### src/rtl/cursor_controller_rpt.sv
// Five-button cursor controller: per-button sync + debounce, auto-repeat on the direction
// buttons, saturating or wrapping cursor movement over a GRID_W x GRID_H grid.
module cursor_controller_rpt #(
  parameter int unsigned GRID_W          = 80,
  parameter int unsigned GRID_H          = 60,
  parameter int unsigned X_W             = 7,
  parameter int unsigned Y_W             = 6,
  parameter int unsigned START_X         = 40,
  parameter int unsigned START_Y         = 30,
  parameter int unsigned SYNC_STAGES     = 2,
  parameter int unsigned DEBOUNCE_CYCLES = 250000,
  parameter int unsigned REPEAT_DELAY    = 25000000,
  parameter int unsigned REPEAT_PERIOD   = 5000000
) (
  input  logic           clk,
  input  logic           rst_n,
  input  logic           btnU,
  input  logic           btnD,
  input  logic           btnL,
  input  logic           btnR,
  input  logic           btnC,
  input  logic           wrap_en,
  output logic [X_W-1:0] cursorX,
  output logic [Y_W-1:0] cursorY,
  output logic           moved,
  output logic           toggle
);
  localparam int unsigned DbW    = $clog2(DEBOUNCE_CYCLES + 1);
  localparam int unsigned RptMax = (REPEAT_DELAY > REPEAT_PERIOD) ? REPEAT_DELAY : REPEAT_PERIOD;
  localparam int unsigned RcW    = $clog2(RptMax + 1);

  typedef enum logic [1:0] {StIdle, StHold, StRepeat} rpt_st_e;

  // Bit order: 0=U, 1=D, 2=L, 3=R, 4=C
  logic [4:0]             btn_raw;
  logic [SYNC_STAGES-1:0] sync_q   [5];
  logic [DbW-1:0]         db_cnt_q [5];
  logic [4:0]             deb_q;

  assign btn_raw = {btnC, btnR, btnL, btnD, btnU};

  always_ff @(posedge clk) begin
    for (int i = 0; i < 5; i++) begin
      if (!rst_n) begin
        sync_q[i]   <= '0;
        db_cnt_q[i] <= '0;
        deb_q[i]    <= 1'b0;
      end else begin
        sync_q[i] <= {sync_q[i][SYNC_STAGES-2:0], btn_raw[i]};
        if (sync_q[i][SYNC_STAGES-1] == deb_q[i]) begin
          db_cnt_q[i] <= '0;
        end else if (db_cnt_q[i] == DbW'(DEBOUNCE_CYCLES - 1)) begin
          deb_q[i]    <= ~deb_q[i];
          db_cnt_q[i] <= '0;
        end else begin
          db_cnt_q[i] <= db_cnt_q[i] + DbW'(1);
        end
      end
    end
  end

  rpt_st_e        rpt_st_q  [4];
  logic [RcW-1:0] rpt_cnt_q [4];
  logic [3:0]     step;

  always_comb begin
    for (int i = 0; i < 4; i++) begin
      step[i] = 1'b0;
      unique case (rpt_st_q[i])
        StIdle:   step[i] = deb_q[i];
        StHold:   step[i] = deb_q[i] && (REPEAT_DELAY != 0) &&
                            (rpt_cnt_q[i] == RcW'(REPEAT_DELAY - 1));
        StRepeat: step[i] = deb_q[i] && (rpt_cnt_q[i] == RcW'(REPEAT_PERIOD - 1));
        default:  step[i] = 1'b0;
      endcase
    end
  end

  always_ff @(posedge clk) begin
    for (int i = 0; i < 4; i++) begin
      if (!rst_n || !deb_q[i]) begin
        rpt_st_q[i]  <= StIdle;
        rpt_cnt_q[i] <= '0;
      end else begin
        unique case (rpt_st_q[i])
          StIdle: begin
            rpt_st_q[i]  <= StHold;
            rpt_cnt_q[i] <= '0;
          end
          StHold: begin
            // A zero delay parks the FSM here: one step per press, no repeat.
            if (REPEAT_DELAY == 0) begin
              rpt_cnt_q[i] <= rpt_cnt_q[i];
            end else if (step[i]) begin
              rpt_st_q[i]  <= StRepeat;
              rpt_cnt_q[i] <= '0;
            end else begin
              rpt_cnt_q[i] <= rpt_cnt_q[i] + RcW'(1);
            end
          end
          StRepeat: begin
            if (step[i]) rpt_cnt_q[i] <= '0;
            else         rpt_cnt_q[i] <= rpt_cnt_q[i] + RcW'(1);
          end
          default: begin
            rpt_st_q[i]  <= StIdle;
            rpt_cnt_q[i] <= '0;
          end
        endcase
      end
    end
  end

  logic [X_W-1:0] x_q, x_d;
  logic [Y_W-1:0] y_q, y_d;
  logic           moved_q, toggle_q, c_prev_q, c_edge_q;

  always_comb begin
    x_d = x_q;
    y_d = y_q;
    if (step[3] && !step[2]) begin
      x_d = (x_q != X_W'(GRID_W - 1)) ? x_q + X_W'(1) : (wrap_en ? '0 : x_q);
    end else if (step[2] && !step[3]) begin
      x_d = (x_q != '0) ? x_q - X_W'(1) : (wrap_en ? X_W'(GRID_W - 1) : x_q);
    end
    if (step[1] && !step[0]) begin
      y_d = (y_q != Y_W'(GRID_H - 1)) ? y_q + Y_W'(1) : (wrap_en ? '0 : y_q);
    end else if (step[0] && !step[1]) begin
      y_d = (y_q != '0) ? y_q - Y_W'(1) : (wrap_en ? Y_W'(GRID_H - 1) : y_q);
    end
  end

  always_ff @(posedge clk) begin
    if (!rst_n) begin
      x_q      <= X_W'(START_X);
      y_q      <= Y_W'(START_Y);
      moved_q  <= 1'b0;
      c_prev_q <= 1'b0;
      c_edge_q <= 1'b0;
      toggle_q <= 1'b0;
    end else begin
      x_q      <= x_d;
      y_q      <= y_d;
      moved_q  <= (x_d != x_q) || (y_d != y_q);
      c_prev_q <= deb_q[4];
      c_edge_q <= deb_q[4] & ~c_prev_q;
      toggle_q <= c_edge_q;
    end
  end

  assign cursorX = x_q;
  assign cursorY = y_q;
  assign moved   = moved_q;
  assign toggle  = toggle_q;

endmodule
### config.mk
export PLATFORM = sky130hd
export DESIGN_NAME = cursor_controller_rpt
export DESIGN_NICKNAME = d
export VERILOG_FILES = /design/src/rtl/cursor_controller_rpt.sv
export SDC_FILE = /design/constraint.sdc
export NUM_CORES = 1
export LEC_CHECK = 0
export CORE_MARGIN = 1.5
export CORE_UTILIZATION = 35
export DETAILED_ROUTE_END_ITERATION = 8
export PLACE_DENSITY = 0.57
export SETUP_SLACK_MARGIN = 0.15
export SLEW_MARGIN = 0
export SYNTH_ARGS = -nofsm -noshare
export SYNTH_HDL_FRONTEND = slang
export SYNTH_SLANG_ARGS = --single-unit
### constraint.sdc
create_clock -name clk -period 3.4 [get_ports clk]
set_clock_uncertainty 0.05 [all_clocks]
set_input_delay 0.34 -clock clk [delete_from_list [all_inputs] [get_ports clk]]
set_output_delay 0.34 -clock clk [all_outputs]
set_load 0.02 [all_outputs]
==> impl_results.md, run 1 <==
- Violated checks: design-rule violations
- Final Hold Viols: 0
- WL final: 24.1 mm
- RSZ-0062 raised after global routing: no
- Core ar.: 35700 um2
- Min-delay src: rst_n
- Die height: 194 um
- IO Pins: 23
- TritonCTS clock tree: yes
- Largest area contributor in the netlist: edfxtp_1
- Worst skew pair latency: 550 ps
- Final Power: 6.36 mW
- Max_slew headroom: 25.8%
- Post_cts resized: 0
- Pwr dens: 429 nW/um2
- Post-synth EDFFs: 198
- Sequential share of the synthesized area: 51.5%
- Area after DPL: 13800 um2
- Outcome: finished, violations left
- Worst Hold Endpoint: cursorX[1]
- Final Cycle Share: 83.0%
- Leak: 5.07 nW
- Overall routing resource usage: 12.8%
- Final #Nets: 1429
- Via density per instance: 4.85
- Count of cell types in the netlist: 67
- Vias in the first global route: 8598
- Max-slew violations: 0
- FFs w/ async S/R, synth: 0%
- Tmin final: 2820 ps
- Remaining global-route overflow: 0
- Syn Area/Cell: 10.0 um2
- Final Instance Area: 14800 um2
- Die area: 37700 um2
- Num rows: 69
- First-pass GRT wire length: 41.2 mm
- Setup_tns: 0 ps
- Worst-path maximum fanout: 10
- Initial antenna violation count: 0
- Reg-to-reg slack, setup: 580 ps
- Share of post-route cells with drive strength above 1: 4.89%
- Critical path type: reg2reg
- Clock tree sinks: 230
- DR iter-0 viols: 447
- DP Wirelength: 16.8 mm
- Mapped cell area: 12800 um2
- Clock Tree Buf Depth: 3
- Dpl ws: 561 ps
- Vias: 9082
- DIE WIDTH: 194 um
- Arrival time worst endpoint: 3240 ps
- Worst setup margin: 578 ps
- Hold Buf Count CTS: 0
- Worst setup SP type: register
- Min-Delay Path Class: in2reg
- Yosys warns: 0
- Largest cells by area after synthesis: edfxtp_1, nor2_1, xnor2_1
- Start of the worst register-to-register path: rpt_st_q[3][0]
- Syn-to-layout area delta: 15.8%
- Worst Reg-to-Reg Cells: 9
- Dominant synthesized flop cell: edfxtp_1
- Antenna Violating Nets Remaining: 0
- WL per Instance: 12.9 um
- Final setup viols: 0
- Max Cap Viol: 0
- Clock slew seen by the registers of the worst setup and hold paths: 60 ps
- 1st-pass router iterations: 7
- Post-CTS Setup Repair Bufs: 0
- Worst reg2reg path endpoint: cursorX[2]
- RePlAce Congestion: 0.807
- WHS: 168 ps
- Initial Utilization: 35.8%
- CTS root buf: clkbuf_16
- Post-synthesis cell count: 1278
- DR DRC count: 3
- Synth top area share: 46.5%
- Pin count of the biggest net entering global routing: 26
- Antenna diodes: 0
- Hold Crit Depth: 2
- H-tree depth: 1
- Fmax: 354 MHz
- Critical Path End Type: register
- CP Data Required Time: 3820 ps
- Synth Register Bits: 230
- PortBufs: 22
- Measured slew at the worst slew-check pin: 1110 ps
- Clock buffer count from CTS: 28
- Peak VDD IR: 0.353 mV
-- metal layers --
layer	vias up	wire length (um)	track usage, %
li1	4659	-	-
met1	4256	11700	17.5
met2	128	10700	20.3
met3	39	1060	2.73
met4	0	679	3.99
met5	-	0	0
-- cell usage in the layout, fill, tap and decap left out, types with 30 or more instances in the layout --
cell type	instances
dfxtp_1	32
nand4_1	33
o21ai_0	35
xor2_1	81
xnor2_1	87
edfxtp_1	198
nor2_1	243
nand2_1	94
conb_1	90
or3_1	30
nand3_1	77
inv_1	43
ha_1	31
and3_1	40
-- flip-flops by register name, summed over array words and instances (netlist names) --
signal and cells:
rpt_st_q 8, moved 1, cursorY 6, c_prev_q 1
deb_q 5, c_edge_q 1, sync_q 10, rpt_cnt_q 100
cursorX 7, toggle 1, db_cnt_q 90
-- worst max-delay path: stages, from the launching register on --
cell	delay (ps)
edfxtp_1	410
inv_1	100
ha_1	240
or4b_2	590
o22ai_1	200
a41o_1	240
and2_1	360
a21oi_1	120
a41o_1	220
a211oi_1	210
-- cell usage after synthesis (8+ instances only) --
master and number:
nand4_1 33, a21oi_1 29, mux2i_1 10, ha_1 31, nand2_1 94, xor2_1 81
nor3_1 23, clkbuf_1 31, dfxtp_1 32, edfxtp_1 198, inv_1 43, nor4_1 8
and2_1 25, o21ai_0 35, nor4b_1 9, nor2b_1 14, xnor2_1 87, and3_1 40
or3_1 30, nor2_1 243, nand3_1 77
-- power breakdown --
part,internal [mW],switching [mW],leakage [nW]
logic,0.0493,0.0679,2.07
registers,3.09,0.0496,2.52
clock network,1.93,1.17,0.474
-- final cells by class --
type	instances	area (um2)
inverters	43	161
clock inverters	12	171
flip-flops and latches	230	6590
repair buffers	34	305
well taps	461	577
multi-input cells	1053	6210
fillers	3503	20900
clock buffers	40	796
-- how the worst max path moves through the flow --
stage              startpoint                to  slack, ps  depth (start not counted)
2_1_floorplan  rpt_st_q[2][0]    rpt_st_q[2][0]        780                          8
3_3_place_gp   rpt_st_q[1][0]  rpt_cnt_q[1][23]        640                          9
3_5_place_dp   rpt_st_q[3][0]        cursorX[2]        560                          9
4_1_cts        rpt_st_q[3][0]        cursorX[2]        560                          9
5_1_grt        rpt_st_q[3][0]        cursorX[2]        340                          9
6_report       rpt_st_q[3][0]        cursorX[2]        580                          9
-- logic make-up (layout without fill, tap and decap cells) --
family / count (synthesis) / count (layout) / synth area share, %
other: 1 / 90 / 0.0293
AO/OA/AOI/OAI: 107 / 107 / 5.41
AND/OR/NAND/NOR: 646 / 646 / 25.0
flip-flops: 230 / 230 / 51.5
XOR/XNOR: 168 / 168 / 11.5
adder cells (fa/ha/maj): 31 / 31 / 3.03
buffers and inverters: 84 / 129 / 2.62
multiplexers: 11 / 11 / 0.871
-- per-stage QoR --
step	instances	util [%]
after floorplan	1367	-
after global placement	1821	38.7
after detailed placement	1821	38.7
after CTS	1873	41.4
after global routing	1873	41.4
final	1873	41.4
No activity file was read; power rests on OpenSTA's default activity.
==> run 2, diff against run 1 <==
- PLACE_DENSITY: 0.57 -> 0.59
- clock period: 3.4 -> 2.35 ns (I/O delays scaled with it)
==> run 2 against run 1 <==
The flow finishes with violations (design-rule violations, negative setup slack); sequential power is 45% higher; core utilization is 7.2 points higher; final cell count is 8.1% higher; clock power is 43% higher; sequential share of layout area is 6.6 points lower; worst hold slack worse by 89 ps; critical path depth is 2 higher; setup slack worse by 790 ps; non-clock buffer count is 150 higher; combinational power is 64% higher; final area is 18% higher; maximum frequency is 10% higher; largest cell class is now multi-input combinational cells.
==> impl_results.md, run 2 (synthesis gave the netlist of run 1 again) <==
- Critical path type: reg2reg
- Worst-path cell chain: inv_2 -> ha_4 -> or4b_4 -> nor3_2 -> nand4_1 -> o2bb2a_4 -> buf_6 -> buf_6 -> mux2_2 -> nor2_1 -> a211oi_1
- Final setup viols: 108
- Via density per instance: 4.92
- RePlAce Congestion: 0.810
- Num rows: 69
- Setup_tns: -10050 ps
- IO Pins: 23
- Pwr dens: 527 nW/um2
- Max incr delay on CP: 460 ps
- Die height: 194 um
- Worst Setup SP: rpt_st_q[0][0]
- Clock Tree Buf Depth: 3
- Outcome: finished, violations left
- RSZ-0062 raised after global routing: yes
- Min-Delay Path Class: in2reg
- Final Hold Viols: 0
- Die area: 37700 um2
- Max_slew headroom: 45.0%
- Share of post-route cells with drive strength above 1: 25.4%
- Antenna Violating Nets Remaining: 0
- Most frequent cells in the layout: edfxtp_1, nor2_1, buf_4
- Min-delay src: rst_n
- Most common cell after layout, fill and taps aside: edfxtp_1
- DR DRC count: 3
- WL per Instance: 13.9 um
- Arrival time worst endpoint: 2930 ps
- Antenna diodes: 0
- Largest register FFs: 100
- Worst-path maximum fanout: 4
- Initial Utilization: 35.8%
- First-pass GRT wire length: 45.6 mm
- Final Power: 9.17 mW
- CTS root buf: clkbuf_16
- WHS: 79.2 ps
- Worst setup margin: -212 ps
- Syn-to-layout area delta: 36.0%
- Leak: 6.13 nW
- Final Cycle Share: 109%
- DIE WIDTH: 194 um
- Violated checks: design-rule violations, negative setup slack
- Largest Register: rpt_cnt_q
- Pin count of the biggest net entering global routing: 26
- Max-slew violations: 0
- H-tree depth: 1
- Overall routing resource usage: 14.2%
- Worst skew pair latency: 540 ps
- CP max stage cell: or4b_4
- Clock tree sinks: 230
- PortBufs: 22
- DR iter-0 viols: 608
- Remaining global-route overflow: 0
- Clock slew seen by the registers of the worst setup and hold paths: 60 ps
- Core ar.: 35700 um2
- Regs by FF count: rpt_cnt_q: 100 flops, db_cnt_q: 90 flops, sync_q: 10 flops
- Final #Nets: 1582
- TritonCTS clock tree: yes
- Fin util: 48.7%
- Tmin final: 2560 ps
- Vias in the first global route: 9563
- Fmax: 390 MHz
- Worst setup SP type: register
- Vias: 9964
- 1st-pass router iterations: 7
- Clock buffer count from CTS: 27
- Measured slew at the worst slew-check pin: 824 ps
- Max Cap Viol: 0
- DP Wirelength: 17.9 mm
- Top cell by count, worst path: buf_6
- Start of the worst register-to-register path: rpt_st_q[0][0]
- Peak VDD IR: 0.498 mV
- CP Data Required Time: 2720 ps
- Critical Path End Type: register
- Initial antenna violation count: 0
- WL final: 28.2 mm
run 2: what timing repair did:
action                     CTS  global route
pin swaps                   39            57
setup endpoints to repair  128           215
gates cloned                 4            11
resized for setup           93           190
hold buffers                 0             0
setup buffers               14            17
run 2: through the flow:
step / std cells / instance area, um2 / worst slack (ps)
after floorplan: 1367 / 13300 / -85.1
after global placement: 1929 / 14800 / -209
after detailed placement: 1929 / 14800 / -280
after CTS: 1997 / 16300 / -142
after global routing: 2025 / 17400 / -278
final: 2025 / 17400 / -212
run 2: metal layers:
| layer | wire length, um | track usage, % | vias up | part of all wire, % |
|---|---|---|---|---|
| li1 | - | - | 4988 | - |
| met1 | 12600 | 18.7 | 4797 | 45 |
| met2 | 14000 | 24.6 | 138 | 50 |
| met3 | 962 | 1.95 | 41 | 3.4 |
| met4 | 620 | 3.73 | 0 | 2.2 |
| met5 | 0 | 0 | - | 0 |
run 2: final timing paths:
check	endpoint	depth (start not counted)	slack [ps]
hold reg to reg	c_edge_q	1	330
setup / recovery	cursorY[0]	11	-210
setup reg to reg	cursorY[0]	11	-210
hold / removal	deb_q[1]	2	80
run 2: report_power, final:
part | total [mW] | internal, mW | leakage [nW] | switching, mW
clock | 4.43 | 2.70 | 0.481 | 1.73
combinational | 0.192 | 0.0850 | 3.12 | 0.107
sequential | 4.54 | 4.47 | 2.52 | 0.0715
run 2: critical path, delay by kind of cell, from the launching register on:
family                     cells  cell delay [ps]
and+or+nand+nor                4              850
muxes                          1              270
adders and majority gates      1              260
buffers and inverters          3              330
DFF                            1              370
AOI/OAI and AO/OA              2              310
run 2: area by class of cell:
| type | count | area, um2 |
|---|---|---|
| tap | 461 | 577 |
| timing repair buffer | 184 | 1820 |
| inverter | 43 | 161 |
| fill | 3268 | 18300 |
| multi-input combinational | 1057 | 7290 |
| sequential | 230 | 6590 |
| clock buffer | 41 | 885 |
| clock inverter | 9 | 73.8 |
